**src/rtl/z_buffer_mem.sv**
```systemverilog
`timescale 1ns/1ps
`default_nettype none
// ============================================================================
// Module   : z_buffer_mem
// Brief    : Depth-buffer responder with handshaked read/write ports and fast clear.
// Revision : 1.0
// ============================================================================
module z_buffer_mem #(
  parameter int                   Z_SIZE    = 8,
  parameter int                   X_RES     = 4,
  parameter int                   Y_RES     = 4,
  parameter int                   DEPTH     = X_RES * Y_RES,
  parameter int                   ADDR_SIZE = 32,
  parameter logic [ADDR_SIZE-1:0] BASE_ADDR = '0,
  parameter int                   READ_WAIT = 0
) (
  input  logic                 clk_i,
  input  logic                 rst_ni,
  input  logic                 buf_r_w,
  input  logic [ADDR_SIZE-1:0] buf_addr,
  input  logic [Z_SIZE-1:0]    buf_data_w,
  input  logic                 data_w_valid,
  output logic                 data_w_ready,
  input  logic                 data_r_ready,
  output logic                 data_r_valid,
  output logic [Z_SIZE-1:0]    buf_data_r,
  input  logic                 clear_i,
  output logic                 clear_busy_o,
  output logic                 addr_err_o
);

  localparam int                   AW          = (DEPTH > 1) ? $clog2(DEPTH) : 1;
  localparam logic [AW-1:0]        c_last_idx  = AW'(DEPTH - 1);
  localparam logic [ADDR_SIZE-1:0] c_depth     = ADDR_SIZE'(DEPTH);
  localparam logic [3:0]           c_read_wait = 4'(READ_WAIT);
  localparam logic [Z_SIZE-1:0]    c_max_z     = '1;

  typedef enum logic [2:0] {
    S_CLEAR   = 3'd0,
    S_IDLE    = 3'd1,
    S_RD_WAIT = 3'd2,
    S_RD_RESP = 3'd3,
    S_WR_ACK  = 3'd4
  } state_t;

  state_t              r_state;
  logic [AW-1:0]       r_clr_cnt;
  logic [AW-1:0]       r_idx;
  logic                r_in_range;
  logic                r_clear_pending;
  logic [Z_SIZE-1:0]   r_wdata;
  logic [3:0]          r_wait_cnt;
  logic [Z_SIZE-1:0]   r_mem [DEPTH];

  logic [ADDR_SIZE-1:0] w_offset;
  logic                 w_in_range;
  logic                 w_take_wr;
  logic                 w_take_rd;
  logic                 w_clear_req;
  logic                 w_mem_we;
  logic [AW-1:0]        w_mem_addr;
  logic [Z_SIZE-1:0]    w_mem_data;

  // Unsigned wrap makes addresses below BASE_ADDR land far out of range.
  assign w_offset    = buf_addr - BASE_ADDR;
  assign w_in_range  = (w_offset < c_depth);
  assign w_take_wr   = data_w_valid && !buf_r_w;
  assign w_take_rd   = data_r_ready && buf_r_w;
  assign w_clear_req = r_clear_pending || clear_i;

  always_comb begin
    w_mem_we   = 1'b0;
    w_mem_addr = r_idx;
    w_mem_data = r_wdata;
    if (r_state == S_CLEAR) begin
      w_mem_we   = 1'b1;
      w_mem_addr = r_clr_cnt;
      w_mem_data = c_max_z;
    end else if (r_state == S_WR_ACK) begin
      w_mem_we   = data_w_valid && r_in_range;
    end
  end

  // Storage deliberately has no reset; CLEAR initialises it after every reset.
  always_ff @(posedge clk_i) begin
    if (w_mem_we) r_mem[w_mem_addr] <= w_mem_data;
  end

  always_ff @(posedge clk_i or negedge rst_ni) begin
    if (!rst_ni) begin
      r_state         <= S_CLEAR;
      r_clr_cnt       <= '0;
      r_clear_pending <= 1'b0;
      r_idx           <= '0;
      r_in_range      <= 1'b0;
      r_wdata         <= '0;
      r_wait_cnt      <= '0;
      data_r_valid    <= 1'b0;
      data_w_ready    <= 1'b0;
      buf_data_r      <= '0;
      addr_err_o      <= 1'b0;
      clear_busy_o    <= 1'b1;
    end else begin
      addr_err_o <= 1'b0;
      if (clear_i && (r_state != S_CLEAR)) r_clear_pending <= 1'b1;
      case (r_state)
        S_CLEAR: begin
          if (r_clr_cnt == c_last_idx) begin
            r_clr_cnt    <= '0;
            r_state      <= S_IDLE;
            clear_busy_o <= 1'b0;
          end else begin
            r_clr_cnt <= r_clr_cnt + 1'b1;
          end
        end
        S_IDLE: begin
          if (w_clear_req) begin
            r_clear_pending <= 1'b0;
            clear_busy_o    <= 1'b1;
            r_state         <= S_CLEAR;
          end else if (w_take_wr || w_take_rd) begin
            r_idx      <= w_offset[AW-1:0];
            r_in_range <= w_in_range;
            r_wdata    <= buf_data_w;
            addr_err_o <= !w_in_range;
            r_wait_cnt <= '0;
            if (w_take_wr) begin
              data_w_ready <= 1'b1;
              r_state      <= S_WR_ACK;
            end else begin
              r_state <= S_RD_WAIT;
            end
          end
        end
        S_RD_WAIT: begin
          if (r_wait_cnt == c_read_wait) begin
            buf_data_r   <= r_in_range ? r_mem[r_idx] : c_max_z;
            data_r_valid <= 1'b1;
            r_state      <= S_RD_RESP;
          end else begin
            r_wait_cnt <= r_wait_cnt + 1'b1;
          end
        end
        S_RD_RESP: begin
          if (data_r_ready) begin
            data_r_valid <= 1'b0;
            r_state      <= S_IDLE;
          end
        end
        S_WR_ACK: begin
          data_w_ready <= 1'b0;
          r_state      <= S_IDLE;
        end
        default: begin
          clear_busy_o <= 1'b1;
          r_state      <= S_CLEAR;
        end
      endcase
    end
  end

endmodule
`default_nettype wire

```
**config.mk**
```make
export PLATFORM = sky130hd
export DESIGN_NAME = z_buffer_mem
export DESIGN_NICKNAME = d
export VERILOG_FILES = /design/src/rtl/z_buffer_mem.sv
export SDC_FILE = /design/constraint.sdc
export NUM_CORES = 1
export LEC_CHECK = 0
export ABC_AREA = 1
export BUFFER_PORTS_ARGS = -buffer_cell sky130_fd_sc_hd__buf_2
export CAP_MARGIN = 20
export CORE_MARGIN = 3
export CORE_UTILIZATION = 38
export DETAILED_ROUTE_END_ITERATION = 12
export GPL_TIMING_DRIVEN = 0
export SYNTH_ARGS = -nofsm -noshare
export SYNTH_HDL_FRONTEND = slang
export SYNTH_SLANG_ARGS = --single-unit
```
**constraint.sdc**
```tcl
create_clock -name clk_i -period 1.73 [get_ports clk_i]
set_input_delay 0.0865 -clock clk_i [delete_from_list [all_inputs] [get_ports clk_i]]
set_output_delay 0.0865 -clock clk_i [all_outputs]
set_load 0.005 [all_outputs]
```
## Word-level counts from Yosys, hierarchy flattened

Memory sizes are Yosys's and may differ from the RTL's.
Cells that the tools add are included.

- Bits in writable memories: 128
- Memories kept: 1
- Input bits: 46
- Flip-flop bits (word level): 37

- Bitwise operators: 2
- $lt $le $gt $ge: 1
- $add $sub $neg: 2
- Equal/unequal tests: 14
- Reduce and logical (&&, ||, !) cells: 22
- Muxes and demuxes: 35

Memory list:

| name | depth | bits a word | read ports | clocked after Yosys merged registers in | write ports | line | source |
|---|---|---|---|---|---|---|---|
| r_mem | 16 | 8 | 1 | 0 | 1 | 53 | `logic [Z_SIZE-1:0] r_mem [DEPTH];` |

Operators by type and width:

| cell | count |
|---|---|
| 32-bit by 5-bit < comparator with 1-bit output, second input constant | 1 |
| 4-bit two-way mux | 5 |
| 3-bit two-way mux | 6 |
| 1-bit two-way mux | 17 |
| 8-bit two-way mux | 2 |
| 3-bit case mux with 5 select lines | 1 |
| 2-bit != test, second input constant | 7 |
| 4-bit AND reduction | 3 |
| 3-bit AND reduction | 3 |
| 4-bit by 1-bit adder with 4-bit output, second input constant | 2 |
| 4-bit case mux with 2 select lines | 1 |
| 3-bit by 2-bit == test with 1-bit output, second input constant | 2 |
| 2-bit nonzero test | 3 |
| 4-bit == test, second input constant | 1 |
| 1-bit logical AND | 4 |
| 4-bit zero test | 1 |
| 1-bit case mux with 2 select lines | 2 |
| 3-bit by 1-bit == test with 1-bit output, second input constant | 1 |
| 3-bit == test, second input constant | 1 |
| 3-bit zero test | 1 |
| 3-bit != test, second input constant | 1 |
| 1-bit case mux with 3 select lines | 1 |
| 3-bit nonzero test | 1 |
| 3-bit OR reduction | 1 |
| other kinds (5) | 8 |

## Depth between registers and ports, before layout

Gate-level depths: netlist (run 1).

- Depth after elaboration: 6
- Mapped depth: 11

## Worst setup path after synthesis (run 1)

No wires, ideal clock.

- Kind: reg-to-reg
- Start: register r_state[0]
- End: memory r_mem[7][0] (enable)
- Library setup time: 0.370 ns
- Data arrival time: 1.488 ns
- Required time: 1.360 ns
- Setup slack: -0.128 ns
- Period minus slack after synthesis: 1.858 ns
- Stages on the path, launching flop included: 8
- Path buffers: 1
- Cells stage by stage: dfrtp_1 > nor2_2 > nand2_2 > buf_6 > nand2_2 > o21ai_2 > nand3b_1 > nor2_1

- Word-level cells in the longest chain between the ends: 5
- Elaborated cells between the ends (all ways): 7

RTL lines:

| what | line | source |
|---|---|---|
| start: declaration | 46 | `state_t r_state;` |
| start signal: assignment | 91 | `r_state <= S_CLEAR;` |
| start signal: assignment | 110 | `r_state <= S_IDLE;` |
| start signal: assignment | 120 | `r_state <= S_CLEAR;` |
| 3-bit == test | 79 | `end else if (r_state == S_WR_ACK) begin` |
| 1-bit two-way mux | 79 |  |
| 1-bit two-way mux | 75 | `if (r_state == S_CLEAR) begin` |
| 1-bit two-way mux | 86 | `if (w_mem_we) r_mem[w_mem_addr] <= w_mem_data;` |
| 1-bit two-way mux (implied by the code) | 86 |  |
| end: declaration | 53 |  |

Parallel ways exist; a longest one is shown, timed or not.

## Worst setup path in the final report (run 1)

- Start: register r_state[1]
- End: memory r_mem[0][2] (enable)

The elaborated chain is that of the path after synthesis.

==> flow_metrics.tcl, run 1 <==
set metrics [dict create \
    crit_fanout 6 \
    nNetsFinal 922 \
    syn_inst 752 \
    period_share_pct 110.8 \
    cts_tree "yes" \
    numCtsBuffers 17 \
    r2r_cells 8 \
    routed_wl_microns 19260 \
    route.met3.wl_microns 1308 \
    slowest_delay_ns 0.40 \
    die_area_sq_um 21000 \
    wl_met1_microns 8066 \
    synth_top_family_by_area "simple AND/OR/NAND/NOR gates" \
    yosysTopAreaCellShare_pct 52.41 \
    fin_ws_ns -0.1870 \
    total_power_mw 17.95 \
    tightest_slew_ns 0.8319 \
    start_util_pct 38.95 \
    clock.fmax_mhz 521.7 \
    critical_path_buf_inv_count 3 \
    diodes 0 \
    final_cell_mix "257 x nand2_1, 128 x edfxtp_1, 97 x inv_1" \
    die_width_microns 144.9 \
    maxCapViolCount 0 \
    finalMaxSlewViolations 0 \
    postSynthAreaPerCell_sq_um 9.753 \
    ys_warn_count 0 \
    peakVddDrop_uv 879.1 \
    cpLargestDelayFamily "simple AND/OR/NAND/NOR gates" \
    cts_max_level 4 \
    clock_latency_ns 0.43 \
    skew_ns 0.009911 \
    synth_area_leaders "edfxtp_1 52%, nand2_1 14%, dfrtp_1 12%, nand3_1 6.4%, inv_1 5.1%" \
    num_rows 50 \
    synthXorXnorAreaFrac_pct 0.2388 \
    port-buffer-count 57 \
    dr_wl_met2_microns 9157 \
    outcome "complete, but fails checks" \
    synth_compound_area_share_pct 2.286 \
    synthMuxAreaShare_pct 0 \
    path_cells "nor2_4 -> nand2_4 -> buf_8 -> o21ai_4 -> nand3b_1 -> buf_6 -> nor2_4 -> buf_6" \
    vias_per_cell 4.831 \
    synth_nets 801 \
    ant_nets 0 \
    r2r_end "r_mem[0][2]" \
    overflow 0 \
    pre_cts_ws_ns -0.6441 \
    drtIter0Drc 435 \
    cellLeakagePower_nw 4.134 \
    synth_cell_types 35 \
    clk_pin_slew_worst_paths_ns 0.06 \
    finalCoreUtilization_pct 50.29 \
    worstReg2RegStart "r_state[1]" \
    grt_start_max_net_pins 38 \
    core_region_area_sq_um 18830 \
    slew_headroom_pct 44.54 \
    routedWlPerCell_microns 16.82 \
    crit_path_end_kind "flip-flop" \
    reg2reg_slack_ns -0.19 \
    p_per_area_nw_per_um2 1896 \
    synth.largest_area_cell "edfxtp_1" \
    drc 0 \
    hold_violations 0 \
    ys_ff_latch 165 \
    syn2layout_area_growth_pct 29.10 \
    final_area_sq_um 9469 \
    setup_viol 128 \
    critPathArrivalTime_ns 2.06 \
    die_h_microns 144.9 \
    required_ns 1.87 \
    hold_path_startpoint "buf_addr[5]" \
    critPathCapture "r_mem[0][2]" \
    synth_simple_gate_area_share_pct 24.39 \
    mappedNetlistArea_sq_um 7335 \
    mostFrequentLayoutCell "nand2_1" \
    crit_cells 8 \
    min_path_type "in -> reg" \
    synth_seq_area_share_pct 65.05 \
    violations "setup timing" \
    critPathLaunchType "flip-flop" \
    finalCriticalPeriod_ns 1.917 \
    cp_slowest_cell "dfrtp_1" \
    post-dp-hpwl_microns 12220 \
    synthAdderAreaFrac_pct 0.5118 \
    place_congestion 0.9313 \
    crit_start "r_state[1]" \
    cts_buffer_depth 2 \
    grt_setup_unrepaired "true" \
    place_area_sq_um 7955 \
    io_pins 58 \
    highest_layer "met5" \
    drive_gt1_share_pct 22.71 \
    root_buffer "clkbuf_16" \
    path_class "reg -> reg" \
    cts_num_sinks 165 \
    grt_pass1_vias 5322 \
    grt_pass1_wl_microns 29580 \
    vias 5531 \
    drtPass1Iterations 5 \
    grtUsageTotal_pct 18.62 \
    antenna_found_initial 0 \
]
worst min-delay path, stage by stage:
cell     delay, ns
buf_2         0.08
nor4_1        0.03
nand2_1       0.05
nor2_1        0.04
nor2_2        0.11
repair_timing:
action,in CTS,in global routing
buffers inserted,26,3
hold buffers,16,0
endpoints found under the hold margin,50,0
gates cloned,0,1
endpoints found under the setup margin,229,236
pin swaps,22,8
resized for setup,53,37
flip-flops by register name (all words and copies together) (netlist names):
signal,count
r_mem,128
buf_data_r,8
r_wdata,8
r_clr_cnt,4
r_idx,4
r_wait_cnt,4
r_state,3
addr_err_o,1
clear_busy_o,1
data_r_valid,1
data_w_ready,1
r_clear_pending,1
r_in_range,1
stage by stage:
step	TNS [ns]	hold slack (ns)	instances
final	-19.67	0.01837	1145
after global routing	-29.11	0.05792	1145
after CTS	-20.89	0.03338	1142
after detailed placement	-77.55	0.2368	1069
after global placement	-70.48	0.2383	1069
after floorplan	-12.05	-0.2091	752
synth_stat cells (all sizes together):
cell and n:
a21oi 7, buf 22, clkbuf 7, clkinv 2
dfrtp 36, dfstp 1, edfxtp 128, ha 3
inv 103, nand2 266, nand3 94, nand3b 2
nand4 4, nor2 43, nor3 2, nor4 1
o211a 1, o21a 1, o21ai 14, o22ai 2
o31ai 1, or2 10, xor2 2
report_power, final:
group	internal (mW)	leakage, nW	total [mW]	switching, mW
registers	5.92	1.59	6.31	0.393
logic	2.51	2.24	7.54	5.04
clock network	2.55	0.304	4.10	1.54
layer usage:
layer	vias to the layer above	track usage (%)
met5	-	1.905
met4	2	7.648
met3	47	4.528
met2	220	29.95
met1	2597	24.15
li1	2665	-
worst min-delay path by stage:
stage | endpoint | depth (start not counted)
floorplan | addr_err_o | 0
global placement | buf_data_r[3] | 1
detailed placement | buf_data_r[3] | 1
CTS | r_clear_pending | 3
global route | addr_err_o | 5
finish | addr_err_o | 5
layout make-up:
class | instances | area, sq um
tap | 260 | 325.3
inverter | 105 | 397.9
timing repair buffer | 103 | 897.1
multi-input combinational | 453 | 2251
sequential | 165 | 4772
fill | 1642 | 9361
clock inverter | 13 | 206.4
clock buffer | 18 | 429.2
buffer | 28 | 190.2
logic make-up (layout without fill, tap and decap cells):
group                    Yosys count  count (layout)
XOR/XNOR                           2               2
AND/OR/NAND/NOR                  422             422
flip-flops                       165             165
AO/OA/AOI/OAI                     26              26
adder cells (fa/ha/maj)            3               3
buffers and inverters            134             267
(Power assumes the default switching activity.)
==> inputs of run 2 (changes only) <==
--- a/config.mk
+++ b/config.mk
@@ -9,9 +9,11 @@
 export BUFFER_PORTS_ARGS = -buffer_cell sky130_fd_sc_hd__buf_2
 export CAP_MARGIN = 20
 export CORE_MARGIN = 3
-export CORE_UTILIZATION = 38
+export CORE_UTILIZATION = 54
 export DETAILED_ROUTE_END_ITERATION = 12
 export GPL_TIMING_DRIVEN = 0
+export PLACE_DENSITY = 0.76
 export SYNTH_ARGS = -nofsm -noshare
 export SYNTH_HDL_FRONTEND = slang
 export SYNTH_SLANG_ARGS = --single-unit
+export TNS_END_PERCENT = 10
==> flow_metrics.tcl, run 2 (synthesized netlist as in run 1, its figures left out) <==
set metrics [dict create \
    maxCapViolCount 0 \
    numCtsBuffers 17 \
    root_buffer "clkbuf_16" \
    cts_buffer_depth 2 \
    grt_pass1_vias 5584 \
    diodes 0 \
    required_ns 1.88 \
    die_h_microns 122.5 \
    cellLeakagePower_nw 4.008 \
    worstReg2RegStart "r_state[1]" \
    overflow 0 \
    grt_start_max_net_pins 38 \
    io_pins 58 \
    ant_nets 0 \
    cts_tree "yes" \
    clk_pin_slew_worst_paths_ns 0.06 \
    routed_wl_microns 19430 \
    syn2layout_area_growth_pct 23.75 \
    start_util_pct 56.74 \
    num_rows 41 \
    crit_start "r_state[1]" \
    slew_headroom_pct 43.58 \
    critPathLaunchType "flip-flop" \
    clock_latency_ns 0.43 \
    cts_max_level 4 \
    period_share_pct 115.3 \
    path_class "reg -> reg" \
    routedWlPerCell_microns 18.59 \
    vias_per_cell 5.441 \
    port-buffer-count 57 \
    tightest_slew_ns 0.8463 \
    hold_violations 0 \
    drtPass1Iterations 8 \
    mostFrequentLayoutCell "nand2_1" \
    p_per_area_nw_per_um2 1915 \
    clock.fmax_mhz 501.1 \
    grt_setup_unrepaired "true" \
    die_area_sq_um 15020 \
    fin_ws_ns -0.2655 \
    min_path_type "in -> reg" \
    crit_path_end_kind "flip-flop" \
    finalCoreUtilization_pct 70.21 \
    final_cell_mix "257 x nand2_1, 128 x edfxtp_1, 97 x inv_1" \
    skew_ns 0.01317 \
    core_region_area_sq_um 12930 \
    setup_viol 133 \
    vias 5686 \
    drc 0 \
    regMostFlops "r_mem" \
    grt_pass1_wl_microns 28920 \
    pre_cts_ws_ns -0.6008 \
    crit_fanout 8 \
    cts_num_sinks 165 \
    finalCriticalPeriod_ns 1.996 \
    grtUsageTotal_pct 26.55 \
    critPathArrivalTime_ns 2.14 \
    nNetsFinal 909 \
    total_power_mw 17.39 \
    post-dp-hpwl_microns 12530 \
    violations "setup timing" \
    largestRegisters "r_mem (128), buf_data_r (8), r_wdata (8)" \
    antenna_found_initial 0 \
    outcome "complete, but fails checks" \
    drive_gt1_share_pct 20.50 \
    die_width_microns 122.5 \
    largest_reg_flops 128 \
    hold_path_startpoint "buf_addr[4]" \
    peakVddDrop_uv 1413 \
    whs_ns 0.05317 \
    place_congestion 0.9421 \
    drtIter0Drc 667 \
    finalMaxSlewViolations 0 \
]
run 2: power by group:
part / switching, mW / leakage [nW] / internal, mW
clock network: 1.47 / 0.270 / 2.15
registers: 0.388 / 1.59 / 5.92
logic: 5.15 / 2.15 / 2.31
total: 7.01 / 4.01 / 10.4
run 2: critical path, stage by stage (launching register included):
cell and delay [ns]:
dfrtp_1 0.44, nor2_4 0.20, nand2_4 0.11, buf_12 0.16, nand2_4 0.06, o21ai_4 0.08, nand3b_1 0.20, buf_6 0.18
nor2_4 0.13, buf_12 0.14
run 2: metal layers:
metal | routed length [microns] | global-route usage (%) | vias up
li1 | - | - | 2643
met4 | 638 | 9.867 | 0
met1 | 7564 | 32.95 | 2696
met5 | 0 | 0 | -
met2 | 9492 | 42.84 | 287
met3 | 1735 | 9.862 | 60
run 2: per-stage QoR:
step,cells,TNS [ns],instance area (sq um)
floorplan,752,-14.10,7335
global placement,981,-64.26,7835
detailed placement,981,-76.75,7835
CTS,1043,-20.96,8970
global route,1045,-36.57,9076
finish,1045,-29.20,9076
run 2: final timing paths:
path | cells past startpoint | end | slack (ns)
min in group asynchronous | 2 | buf_data_r[5] | 0.32
max in group asynchronous | 2 | r_state[0] | 0.83
max reg2reg | 9 | r_mem[7][1] | -0.27
min | 5 | addr_err_o | 0.05
max | 9 | r_mem[7][1] | -0.27
min reg2reg | 2 | r_wdata[2] | 0.48
run 2: what timing repair did:
action                                  in CTS  in global routing
gates cloned                                 0                  1
endpoints found under the setup margin     227                232
gates resized for setup                     54                 19
setup buffers                               14                  1
hold endpoints to repair                    50                  0
pin swaps                                   23                 14
hold buffers                                16                  0
run 2: final cells by class:
type	count	area (sq um)
sequential	165	4772
fill	915	3851
multi-input combinational	453	2253
timing repair buffer	89	703.2
clock buffer	22	454.2
inverter	105	400.4
tap	172	215.2
buffer	29	170.2
clock inverter	10	107.6
==> inputs of run 3 (changes only) <==
--- a/config.mk
+++ b/config.mk
@@ -12,7 +12,7 @@
 export CORE_UTILIZATION = 54
 export DETAILED_ROUTE_END_ITERATION = 12
 export GPL_TIMING_DRIVEN = 0
-export PLACE_DENSITY = 0.76
+export PLACE_DENSITY = 0.84
 export SYNTH_ARGS = -nofsm -noshare
 export SYNTH_HDL_FRONTEND = slang
 export SYNTH_SLANG_ARGS = --single-unit
==> flow_metrics.tcl, run 3 (synthesized netlist as in run 1, its figures left out) <==
set metrics [dict create \
    place_congestion 1.038 \
    vias 5705 \
    crit_path_end_kind "flip-flop" \
    outcome "complete, but fails checks" \
    min_path_cells 5 \
    port-buffer-count 57 \
    crit_fanout 8 \
    die_h_microns 122.5 \
    largest_reg_flops 128 \
    reg2reg_slack_ns -0.25 \
    diodes 0 \
    path_class "reg -> reg" \
    largestRegisters "r_mem (128), buf_data_r (8), r_wdata (8)" \
    grt_pass1_vias 5535 \
    post-dp-hpwl_microns 11300 \
    r2r_end "r_mem[6][4]" \
    cellLeakagePower_nw 4.021 \
    pre_cts_ws_ns -0.6034 \
    clk_pin_slew_worst_paths_ns 0.06 \
    cts_max_level 4 \
    ant_nets 0 \
    grt_start_max_net_pins 38 \
    cts_tree "yes" \
    tightest_slew_ns 0.8175 \
    routed_wl_microns 18830 \
    pwr-share-comb_pct 40.6 \
    final_cell_mix "258 x nand2_1, 128 x edfxtp_1, 98 x inv_1" \
    route.met3.wl_microns 2013 \
    highest_layer "met4" \
    clock.fmax_mhz 505.5 \
    regMostFlops "r_mem" \
    crit_start "r_state[1]" \
    p_seq_share_pct 35.7 \
    antenna_found_initial 0 \
    p_per_area_nw_per_um2 1943 \
    mostFrequentLayoutCell "nand2_1" \
    holdPathEnd "addr_err_o" \
    die_area_sq_um 15020 \
    routedWlPerCell_microns 18.06 \
    grtUsageTotal_pct 25.61 \
    die_width_microns 122.5 \
    dr_wl_met2_microns 8966 \
    vias_per_cell 5.470 \
    start_util_pct 56.74 \
    grt_pass1_wl_microns 28140 \
    hold_violations 0 \
    grt_setup_unrepaired "true" \
    setup_viol 129 \
    peakVddDrop_uv 1217 \
    total_power_mw 17.64 \
    cts_num_sinks 165 \
    critPathArrivalTime_ns 2.09 \
    drc 0 \
    finalMaxSlewViolations 0 \
    r2r_cells 8 \
    p_clk_share_pct 23.7 \
    period_share_pct 114.4 \
    sw_frac_of_total_pct 39.22 \
    num_rows 41 \
    min_path_type "in -> reg" \
    cts_buffer_depth 2 \
    nNetsFinal 907 \
    maxCapViolCount 0 \
    io_pins 58 \
    hold_path_startpoint "buf_addr[5]" \
    violations "setup timing" \
    syn2layout_area_growth_pct 23.73 \
    drive_gt1_share_pct 20.78 \
    nFillCells 862 \
    core_region_area_sq_um 12930 \
    clock_latency_ns 0.44 \
    fin_ws_ns -0.2483 \
    required_ns 1.85 \
    wl_met1_microns 7099 \
    worstReg2RegStart "r_state[1]" \
    internal-power_mw 10.72 \
    drtPass1Iterations 7 \
    critPathLaunchType "flip-flop" \
    switching_power_mw 6.917 \
    overflow 0 \
    numCtsBuffers 17 \
    skew_ns 0.01133 \
    slew_headroom_pct 45.50 \
    root_buffer "clkbuf_16" \
    drtIter0Drc 833 \
    finalCriticalPeriod_ns 1.978 \
]
==> run 3: changes by cell type in the layout (fill, tap and decap cells not counted), moves of 4 or more <==
cell | before | now
clkbuf_1 | 10 | 2
clkbuf_2 | 1 | 5
nand2_2 | 1 | 6
nand2_4 | 8 | 2
==> run 3: worst max-delay path by stage <==
| stage | to | slack (ns) | cells past startpoint |
|---|---|---|---|
| CTS | r_mem[7][3] | -0.18 | 6 |
| detailed placement | r_mem[15][2] | -0.60 | 5 |
| floorplan | r_mem[7][0] | -0.13 | 7 |
| finish | r_mem[6][4] | -0.25 | 8 |
| global placement | r_mem[15][2] | -0.55 | 5 |
| global route | r_mem[6][4] | -0.30 | 8 |
==> run 3: area by class of cell <==
type	count	area [sq um]	area share [%]
clock buffer	19	452.9	4.991
tap	172	215.2	2.371
buffer	29	170.2	1.875
inverter	105	394.1	4.343
sequential	165	4771	52.57
clock inverter	13	202.7	2.234
multi-input combinational	453	2193	24.17
timing repair buffer	87	675.6	7.445
==> run 3: through the flow <==
step | instances | hold slack, ns | setup TNS, ns | utilization [%] | cell area, sq um
floorplan | 752 | -0.2091 | -14.10 | - | 7335
global placement | 981 | 0.2310 | -60.47 | 60.61 | 7835
detailed placement | 981 | 0.2311 | -67.32 | 60.61 | 7835
CTS | 1040 | 0.03123 | -19.70 | 69.46 | 8980
global route | 1043 | 0.05350 | -33.28 | 70.20 | 9075
finish | 1043 | 0.03101 | -25.92 | 70.20 | 9075
==> run 3: what timing repair did <==
| action | CTS | global route |
|---|---|---|
| endpoints found under the hold margin | 50 | 0 |
| hold buffers | 16 | 0 |
| gates cloned | 0 | 1 |
| setup endpoints to repair | 186 | 200 |
| resized for setup | 43 | 20 |
| setup buffers | 11 | 2 |
| pin swaps | 15 | 13 |
==> run 3: critical path, cell delays in order, from the launching register on <==
cell,delay (ns)
dfrtp_1,0.44
nor2_4,0.16
nand2_4,0.09
buf_8,0.14
nand2_1,0.08
o21ai_2,0.12
inv_1,0.13
nand2_2,0.18
nor2_4,0.31
==> run 3: routing by layer <==
| metal | track usage (%) | vias up |
|---|---|---|
| met2 | 41.57 | 371 |
| li1 | - | 2639 |
| met1 | 32.22 | 2626 |
| met4 | 10.50 | 0 |
| met3 | 7.834 | 69 |
| met5 | 0 | - |
==> run 3: power groups by stage <==
stage | logic, mW | registers, mW | clock network [mW]
global placement | 5.68 | 6.31 | 0
detailed placement | 5.81 | 6.35 | 0
global route | 7.69 | 6.37 | 4.37
CTS | 6.61 | 6.27 | 4.16
finish | 7.17 | 6.29 | 4.17
floorplan | 3.87 | 6.27 | 0
